--- src/rtl/ibex_pmp_chk_arbiter.sv ---
// Purpose: round-robin share of one PMP checking channel between NumReq requesters.
// Latency: accept at T, result valid at T+2 (each cfg_update_i pulse in CHECK adds a cycle).
// Backpressure: one check in flight; req_ready_o only in IDLE, rsp_valid_o held until rsp_ready_i.
//
// Ports:
//   clk_i, rst_i                       clock, async active-high reset
//   req_valid_i/req_ready_o            per-requester request handshake (ready one-hot or zero)
//   req_addr_i/req_type_i/req_priv_i   per-requester check fields, sampled on the accept edge
//   rsp_valid_o/rsp_ready_i            per-requester result handshake (valid one-hot or zero)
//   rsp_err_o, rsp_enc_o               captured fault / encrypt attribute
//   pmp_req_addr_o/type_o, pmp_priv_o  registered request towards the PMP channel
//   pmp_req_err_i, pmp_enc_i           PMP result, combinational from pmp_*_o
//   cfg_update_i                       pmpcfg/pmpaddr write takes effect this cycle
//   busy_o                             a check is in flight (CHECK or RESP)

package ibex_pkg;
  typedef enum logic [1:0] {
    PMP_ACC_EXEC  = 2'b00,
    PMP_ACC_WRITE = 2'b01,
    PMP_ACC_READ  = 2'b10
  } pmp_req_e;

  typedef enum logic [1:0] {
    PRIV_LVL_M = 2'b11,
    PRIV_LVL_H = 2'b10,
    PRIV_LVL_S = 2'b01,
    PRIV_LVL_U = 2'b00
  } priv_lvl_e;
endpackage

module ibex_pmp_chk_arbiter #(
  parameter int unsigned NumReq  = 3,
  parameter int unsigned ReqIdxW = $clog2(NumReq)
) (
  input  logic                                 clk_i,
  input  logic                                 rst_i,
  input  logic                [NumReq-1:0]     req_valid_i,
  output logic                [NumReq-1:0]     req_ready_o,
  input  logic                [NumReq-1:0][33:0] req_addr_i,
  input  ibex_pkg::pmp_req_e  [NumReq-1:0]     req_type_i,
  input  ibex_pkg::priv_lvl_e [NumReq-1:0]     req_priv_i,
  output logic                [NumReq-1:0]     rsp_valid_o,
  input  logic                [NumReq-1:0]     rsp_ready_i,
  output logic                                 rsp_err_o,
  output logic                                 rsp_enc_o,
  output logic                [33:0]           pmp_req_addr_o,
  output ibex_pkg::pmp_req_e                   pmp_req_type_o,
  output ibex_pkg::priv_lvl_e                  pmp_priv_o,
  input  logic                                 pmp_req_err_i,
  input  logic                                 pmp_enc_i,
  input  logic                                 cfg_update_i,
  output logic                                 busy_o
);

  localparam int unsigned SumW = ReqIdxW + 1;

  typedef enum logic [1:0] {
    IDLE  = 2'b00,
    CHECK = 2'b01,
    RESP  = 2'b10
  } state_e;

  state_e              state_q, state_d;
  logic [ReqIdxW-1:0]  rr_ptr_q, rr_ptr_d;
  logic [ReqIdxW-1:0]  gnt_idx_q, gnt_idx_d;
  logic [33:0]         addr_q, addr_d;
  ibex_pkg::pmp_req_e  type_q, type_d;
  ibex_pkg::priv_lvl_e priv_q, priv_d;
  logic                err_q, err_d;
  logic                enc_q, enc_d;

  logic                gnt_found;
  logic [ReqIdxW-1:0]  gnt_sel;
  logic [SumW-1:0]     cand_sum;

  // Search upward from rr_ptr with wrap; NumReq need not be a power of two,
  // so the wrap is an explicit subtract rather than a truncation.
  always_comb begin
    gnt_found = 1'b0;
    gnt_sel   = '0;
    cand_sum  = '0;
    for (int i = 0; i < NumReq; i++) begin
      cand_sum = SumW'(rr_ptr_q) + SumW'(i);
      if (cand_sum >= SumW'(NumReq)) begin
        cand_sum = cand_sum - SumW'(NumReq);
      end
      if (!gnt_found && req_valid_i[cand_sum[ReqIdxW-1:0]]) begin
        gnt_found = 1'b1;
        gnt_sel   = cand_sum[ReqIdxW-1:0];
      end
    end
  end

  always_comb begin
    state_d     = state_q;
    rr_ptr_d    = rr_ptr_q;
    gnt_idx_d   = gnt_idx_q;
    addr_d      = addr_q;
    type_d      = type_q;
    priv_d      = priv_q;
    err_d       = err_q;
    enc_d       = enc_q;
    req_ready_o = '0;
    rsp_valid_o = '0;

    unique case (state_q)
      IDLE: begin
        if (gnt_found) begin
          req_ready_o[gnt_sel] = 1'b1;
          addr_d    = req_addr_i[gnt_sel];
          type_d    = req_type_i[gnt_sel];
          priv_d    = req_priv_i[gnt_sel];
          gnt_idx_d = gnt_sel;
          rr_ptr_d  = (gnt_sel == ReqIdxW'(NumReq - 1)) ? '0 : gnt_sel + ReqIdxW'(1);
          state_d   = CHECK;
        end
      end
      CHECK: begin
        // A config write landing this cycle makes the PMP result stale:
        // wait a cycle and sample again against the new configuration.
        if (!cfg_update_i) begin
          err_d   = pmp_req_err_i;
          enc_d   = pmp_enc_i;
          state_d = RESP;
        end
      end
      RESP: begin
        rsp_valid_o[gnt_idx_q] = 1'b1;
        if (rsp_ready_i[gnt_idx_q]) begin
          state_d = IDLE;
        end
      end
      default: state_d = IDLE;
    endcase
  end

  always_ff @(posedge clk_i or posedge rst_i) begin
    if (rst_i) begin
      state_q   <= IDLE;
      rr_ptr_q  <= '0;
      gnt_idx_q <= '0;
      addr_q    <= '0;
      type_q    <= ibex_pkg::PMP_ACC_READ;
      priv_q    <= ibex_pkg::PRIV_LVL_U;
      err_q     <= 1'b0;
      enc_q     <= 1'b0;
    end else begin
      state_q   <= state_d;
      rr_ptr_q  <= rr_ptr_d;
      gnt_idx_q <= gnt_idx_d;
      addr_q    <= addr_d;
      type_q    <= type_d;
      priv_q    <= priv_d;
      err_q     <= err_d;
      enc_q     <= enc_d;
    end
  end

  assign pmp_req_addr_o = addr_q;
  assign pmp_req_type_o = type_q;
  assign pmp_priv_o     = priv_q;
  assign rsp_err_o      = err_q;
  assign rsp_enc_o      = enc_q;
  assign busy_o         = (state_q != IDLE);

endmodule

--- config.mk ---
export PLATFORM = sky130hd
export DESIGN_NAME = ibex_pmp_chk_arbiter
export DESIGN_NICKNAME = d
export VERILOG_FILES = /design/src/rtl/ibex_pmp_chk_arbiter.sv
export SDC_FILE = /design/constraint.sdc
export NUM_CORES = 1
export LEC_CHECK = 0
export BUFFER_PORTS_ARGS = -buffer_cell sky130_fd_sc_hd__buf_2
export CAP_MARGIN = 20
export CORE_ASPECT_RATIO = 1.4
export CORE_MARGIN = 2
export CORE_UTILIZATION = 47
export DETAILED_ROUTE_END_ITERATION = 16
export HOLD_SLACK_MARGIN = 0.1
export MAX_ROUTING_LAYER = met4
export PLACE_DENSITY = 0.85
export SLEW_MARGIN = 20
export SYNTH_ARGS = -nofsm -noshare
export SYNTH_HDL_FRONTEND = slang
export SYNTH_SLANG_ARGS = --single-unit
--- constraint.sdc ---
create_clock -name clk_i -period 5.2 [get_ports clk_i]
set_clock_uncertainty 0.15 [all_clocks]
set_input_delay 0.26 -clock clk_i [delete_from_list [all_inputs] [get_ports clk_i]]
set_output_delay 0.26 -clock clk_i [all_outputs]
set_load 0.01 [all_outputs]
==> run_results.csv, run 1 <==
group,metric,value,unit
outcome,status,"complete, no violations",
clocking,cts_tree,"done",
floorplan,num_io_pins,172,
synthesis,synth-edff-count,0,
synthesis,yosys.area.top_type,"dfrtp_1",
worst_hold_path,whs_path_depth,3,
synthesis,synth_nets,450,
detailed_routing,vias_per_cell,5.84,
worst_hold_path,min_to,"pmp_req_addr_o[24]$_DFFE_PP0P_",
placed_design,io_buffers,171,
cells_and_area,fin_nets,637,
clocking,cts-root-buf,"clkbuf_8",
cells_and_area,antenna_cells,0,
detailed_routing,routedWlPerCell,17.4,um
critical_path,crit_path_max_incr_delay,0.67,ns
power,power,2.79,mW
synthesis,ys_top_cells_by_area,"dfrtp_1, mux2i_1, o211ai_2",
critical_path,cp-end-kind,"primary output",
synthesis,synth-main-ff-cell,"dfrtp_1",
global_routing,grt_pass1_vias,3379,
power,p_per_area,635,mW/mm^2
critical_path,path_delay_family,"compound AO/OA/AOI/OAI gates",
synthesis,synthArstFlopShare,100,%
power,irDropWorstVdd,0.347,mV
worst_hold_path,hp-start,"req_addr_i[24]",
cells_and_area,drive_above_1_share,45.0,%
flow_run,drv_cap,0,
timing,timing.fmax,0.284,GHz
timing,slew_headroom,35.8,%
timing,finalMaxSlewViolations,0,
clocking,clock_latency,0.29,ns
critical_path,critPathLaunchType,"flip-flop",
clocking,htree_levels,2,
floorplan,core_area,0.00657,sq mm
detailed_routing,postRouteAntennaNets,0,
synthesis,synth-seq-area-share,36.1,%
timing,worst_slew_pin_slew,0.962,ns
floorplan,die_area,0.00748,sq mm
synthesis,synth.most_common_cell,"dfrtp_1",
floorplan,rows,35,
detailed_routing,drt_pre_antenna_iters,5,
synthesis,synth_cells,321,
clocking,ctsResizeCount,0,
floorplan,fp.dieH,102,um
placed_design,hpwlAfterDp,7.03,mm
global_routing,overflow,0,
global_routing,grt_max_degree,47,
synthesis,ys_types,51,
worst_hold_path,hold_class,"in2reg",
critical_path,worst-path-max-fanout,30,
clocking,clock_path_buffers,2,
critical_path,crit_path_start,"rr_ptr_q[0]$_DFFE_PP0P_",
critical_path,cp.required,4.79,ns
global_routing,antenna_found_initial,0,
synthesis,avgSynthCellArea,9.96,sq um
synthesis,synth_top_area_share,35.2,%
detailed_routing,drt_iter0_markers,234,
timing,rsz0062_at_grt,"false",
floorplan,initial_core_util,48.6,%
critical_path,critPathArrivalTime,3.11,ns
critical_path,critPathKind,"reg2out",
clocking,hold_buffers,34,
global_routing,grt_pass1_wl,15.4,mm
critical_path,rr_endpoint,"pmp_req_addr_o[19]$_DFFE_PP0P_",
clocking,cts_buffers,5,
clocking,numClockSinks,46,
clocking,post-cts-setup-buffers,0,
cells_and_area,n_fill_cell,541,
floorplan,fp.dieW,73.7,um
detailed_routing,vias,3403,
critical_path,r2r_cells,8,
timing,finalSetupTns,0,ns
global_routing,gr-usage-all-layers,27.3,%
detailed_routing,finalWirelength,10.1,mm
clocking,clkTransAtPathRegs,0.08,ns
cells_and_area,syn2layout_area_growth,37.4,%
critical_path,r2r-start,"rr_ptr_q[1]$_DFFE_PP0P_",
power,leakage,2.31,nW
critical_path,rrSetupSlack,2.08,ns
synthesis,ys_ff_latch,46,
timing,finalCritPeriodShare,67.7,%
critical_path,path_cells,"inv_1 > ha_1 > mux2i_1 > o22ai_1 > o31a_2 > nand2_2 > buf_4 > nor2_1 > buf_2",
detailed_routing,drc,0,
timing,hold_viol_final,0,
placed_design,gp_congestion,0.930,
synthesis,ys_warn_count,0,
timing,setup_viol,0,
cells_and_area,post-route-util,66.8,%
critical_path,critPathBufInv,3,
critical_path,cpMaxStageDelayCell,"o31a_2",
synthesis,syn_area,0.00320,sq mm
timing,period_minus_slack,3.52,ns
synthesis,synth_common_cells,"dfrtp_1, nand2_1, inv_1, mux2i_1, nand3_1",
critical_path,worst-path-stages,9,
-- tightest hold or removal path, cell delays in order --
cell and delay [ns]:
buf_2 0.10, inv_1 0.06, o221ai_2 0.10
-- metrics by stage --
stage / hold slack [ns] / cells / setup slack, ns / cell area (sq um)
floorplan: 0.262 / 321 / 2.68 / 3200
global placement: 0.317 / 541 / 2.10 / 3950
detailed placement: 0.324 / 541 / 2.04 / 3950
CTS: 0.104 / 583 / 1.71 / 4390
global route: 0.109 / 583 / 1.42 / 4390
finish: 0.114 / 583 / 1.68 / 4390
-- flip-flops by register name (all words and copies together) (netlist names) --
name and flops:
pmp_req_addr_o 34, gnt_idx_q 2, pmp_priv_o 2, pmp_req_type_o 2
rr_ptr_q 2, state_q 2, rsp_enc_o 1, rsp_err_o 1
-- metal layers --
metal,track usage [%],share of wire (%)
met1,29.2,36
met2,47.9,54
met3,4.68,7.0
met4,12.9,3.4
met5,-,0
-- how the worst max path moves through the flow --
stage	endpoint	slack (ns)
2_1_floorplan	req_ready_o[0]	2.68
3_3_place_gp	req_ready_o[1]	2.10
3_5_place_dp	req_ready_o[1]	2.04
4_1_cts	req_ready_o[1]	1.71
5_1_grt	req_ready_o[1]	1.42
6_report	req_ready_o[1]	1.68
-- placed cells by master, fill, tap and decap left out, types with 4 or more instances in the layout --
cell             n
buf_2          171
dfrtp_1         45
nand2_1         40
dlygate4sd3_1   34
mux2i_1         31
inv_1           30
nand3_1         26
o211ai_2        19
a221oi_1        13
a22oi_1         12
o221ai_2         9
o211ai_1         7
clkbuf_8         6
nand2b_1         4
nor2_1           4
nor2b_1          4
ha_1             4
buf_4            4
-- cell type report --
cell class	instances	area (sq um)	share of cell area (%)
Sequential cell	46	1150	26.2
Timing Repair Buffer	209	1230	27.9
Clock buffer	6	82.6	1.88
Clock inverter	2	12.5	0.285
Inverter	31	116	2.65
Multi-Input combinational cell	215	1710	38.9
Tap cell	74	92.6	2.11
-- report_power, final --
part	switching (mW)	internal, mW
clock network	0.118	0.107
registers	0.103	0.551
logic	1.15	0.760
total	1.37	1.42
-- cell families after synthesis --
kind of cell / synth area share (%)
mux: 10.9
buf+inv: 10.6
simple gates: 13.7
flops: 36.1
compound gates: 27.1
fa+ha+maj: 1.57
Note: power is estimated with default switching activity, not from simulation.
==> run 2: changes to the inputs <==
--- a/config.mk
+++ b/config.mk
@@ -9,11 +9,11 @@
 export CAP_MARGIN = 20
 export CORE_ASPECT_RATIO = 1.4
 export CORE_MARGIN = 2
-export CORE_UTILIZATION = 47
+export CORE_UTILIZATION = 46
 export DETAILED_ROUTE_END_ITERATION = 16
 export HOLD_SLACK_MARGIN = 0.1
 export MAX_ROUTING_LAYER = met4
-export PLACE_DENSITY = 0.85
+export PLACE_DENSITY = 0.84
 export SLEW_MARGIN = 20
 export SYNTH_ARGS = -nofsm -noshare
 export SYNTH_HDL_FRONTEND = slang
==> constraint.sdc (replaced) <==
create_clock -name clk_i -period 3.7 [get_ports clk_i]
set_clock_uncertainty 0.15 [all_clocks]
set_input_delay 0.185 -clock clk_i [delete_from_list [all_inputs] [get_ports clk_i]]
set_output_delay 0.185 -clock clk_i [all_outputs]
set_load 0.01 [all_outputs]
==> run 2 against run 1 <==
Critical path depth unchanged. Power up 73%. Global-route usage grew 8.5 points. Non-clock buffer count rose by 49. Sequential power rose by 46%. Flip-flop and latch count is the same. Core utilization grew 7.6 points. Design area up 13%. Critical endpoint is now pmp_req_addr_o[2]$_DFFE_PP0P_. Largest cell class unchanged. Largest power group unchanged. Highest routed layer unchanged.
==> run_results.csv, run 2 (synthesis results as in run 1) <==
group,metric,value,unit
outcome,status,"complete, no violations",
clocking,numClockSinks,46,
critical_path,path_cells,"inv_1 > ha_1 > mux2i_1 > mux2i_1 > o31a_4 > nand2_2 > buf_4 > o211ai_2 > dlygate4sd3_1",
cells_and_area,post-route-util,74.4,%
timing,timing.fmax,0.282,GHz
detailed_routing,postRouteAntennaNets,0,
worst_hold_path,hold_class,"in2reg",
floorplan,fp.dieH,103,um
critical_path,worst-path-stages,9,
critical_path,crit_path_max_incr_delay,0.67,ns
floorplan,initial_core_util,48.0,%
floorplan,core_area,0.00666,sq mm
critical_path,cp-end-kind,"flip-flop",
critical_path,critPathBufInv,3,
clocking,cts-root-buf,"clkbuf_8",
placed_design,hpwlAfterDp,7.21,mm
clocking,clock_latency,0.29,ns
worst_hold_path,whs_path_depth,3,
floorplan,fp.dieW,74.4,um
critical_path,path_delay_family,"buffers and inverters",
critical_path,r2r_cells,9,
global_routing,overflow,0,
floorplan,num_io_pins,172,
detailed_routing,drc,0,
timing,finalSetupTns,0,ns
global_routing,grt_pass1_vias,3963,
critical_path,critPathLaunchType,"flip-flop",
clocking,clock_path_buffers,2,
placed_design,io_buffers,171,
clocking,cts_tree,"done",
clocking,post-cts-setup-buffers,0,
cells_and_area,drive_above_1_share,42.6,%
cells_and_area,seq_area,0.00115,sq mm
floorplan,rows,35,
cells_and_area,layout_common_cells,"buf_2, dlygate4sd3_1, dfrtp_1",
power,p_per_area,975,mW/mm^2
flow_run,drv_cap,0,
power,irDropWorstVdd,0.500,mV
detailed_routing,vias_per_cell,5.98,
critical_path,cp_common_cell,"mux2i_1",
critical_path,cpMaxStageDelayCell,"dlygate4sd3_1",
timing,hold_viol_final,0,
critical_path,cp.required,3.78,ns
clocking,clkTransAtPathRegs,0.11,ns
global_routing,grt_pass1_wl,20.0,mm
timing,rsz0062_at_grt,"true",
detailed_routing,drt_iter0_markers,340,
power,leakage,2.56,nW
global_routing,grt_max_degree,47,
clocking,htree_levels,2,
cells_and_area,largest_reg_flops,34,
cells_and_area,multiInputGateArea,0.00174,sq mm
detailed_routing,finalWirelength,13.5,mm
timing,worst_slew_pin_slew,0.621,ns
clocking,cts_buffers,5,
cells_and_area,n_fill_cell,419,
critical_path,critPathKind,"reg2reg",
global_routing,gr-usage-all-layers,35.7,%
timing,finalCritPeriodShare,96.0,%
timing,slew_headroom,57.4,%
cells_and_area,syn2layout_area_growth,55.0,%
timing,setup_viol,0,
timing,finalMaxSlewViolations,0,
detailed_routing,vias,3901,
placed_design,gp_congestion,0.902,
critical_path,critPathArrivalTime,3.64,ns
cells_and_area,fin_nets,687,
detailed_routing,routedWlPerCell,20.7,um
global_routing,antenna_found_initial,1,
floorplan,die_area,0.00764,sq mm
detailed_routing,drt_pre_antenna_iters,5,
critical_path,worst-path-max-fanout,16,
cells_and_area,final_common_cell,"buf_2",
timing,period_minus_slack,3.55,ns
run 2: changes by cell type in the layout (fill, tap and decap cells not counted), sizes merged:
cell | previous run | this run
dlygate4sd3 | 34 | 78
buf | 175 | 180
diode | 0 | 1
o31a | 1 | 2
clkbuf | 6 | 5
clkinv | 1 | 2
run 2: worst register-to-register path, cell delays in order, from the launching register on:
cell	delay [ns]
dfrtp_1	0.44
inv_1	0.12
ha_1	0.37
mux2i_1	0.13
mux2i_1	0.49
o31a_4	0.39
nand2_2	0.29
buf_4	0.28
o211ai_2	0.16
dlygate4sd3_1	0.67
run 2: final timing paths:
kind	startpoint	to	slack, ns
setup / recovery	rr_ptr_q[1]$_DFFE_PP0P_	pmp_req_addr_o[2]$_DFFE_PP0P_	0.15
min in group asynchronous	rst_i	pmp_req_addr_o[21]$_DFFE_PP0P_	0.24
hold / removal	req_addr_i[91]	pmp_req_addr_o[23]$_DFFE_PP0P_	0.10
setup reg to reg	rr_ptr_q[1]$_DFFE_PP0P_	pmp_req_addr_o[2]$_DFFE_PP0P_	0.15
hold reg to reg	state_q[1]$_DFFE_PP0P_	state_q[0]$_DFFE_PP0P_	0.35
max in group asynchronous	rst_i	pmp_req_type_o[1]$_DFFE_PP1P_	2.56
run 2: layout make-up:
| cell class | count | share of cell area [%] |
|---|---|---|
| Multi-Input combinational cell | 216 | 35.2 |
| Timing Repair Buffer | 258 | 35.0 |
| Sequential cell | 46 | 23.3 |
| Inverter | 31 | 2.35 |
| Tap cell | 92 | 2.32 |
| Clock buffer | 5 | 1.39 |
| Clock inverter | 3 | 0.430 |
| Antenna cell | 1 | 0.0505 |
run 2: metrics by stage:
| step | cells | setup WS (ns) | total power, mW | hold WS, ns | instance area, sq um |
|---|---|---|---|---|---|
| final | 652 | 0.148 | 4.83 | 0.100 | 4950 |
| after global routing | 652 | 0.00259 | 5.12 | 0.120 | 4950 |
| after CTS | 649 | 0.0383 | 4.50 | 0.102 | 4890 |
| after detailed placement | 563 | 0.399 | 3.62 | 0.280 | 4020 |
| after global placement | 563 | 0.408 | 3.53 | 0.270 | 4020 |
| after floorplan | 321 | 1.25 | 3.09 | 0.187 | 3200 |
run 2: layer usage:
layer | GRT usage [%] | vias to the layer above | wire length, um
li1 | - | 1654 | -
met1 | 35.9 | 1822 | 4500
met2 | 57.3 | 325 | 6750
met3 | 13.8 | 100 | 1300
met4 | 22.5 | 0 | 938
met5 | - | - | 0
run 2: report_power, final:
group          total, mW  internal, mW  switching [mW]
Sequential         0.958         0.773           0.185
Combinational       3.55          1.64            1.91
Clock              0.325         0.133           0.192
run 2: timing repair:
item	4_1_cts	5_1_grt
endpoints found under the setup margin	0	30
gates resized for setup	0	7
hold endpoints to repair	87	0
hold buffers	78	0
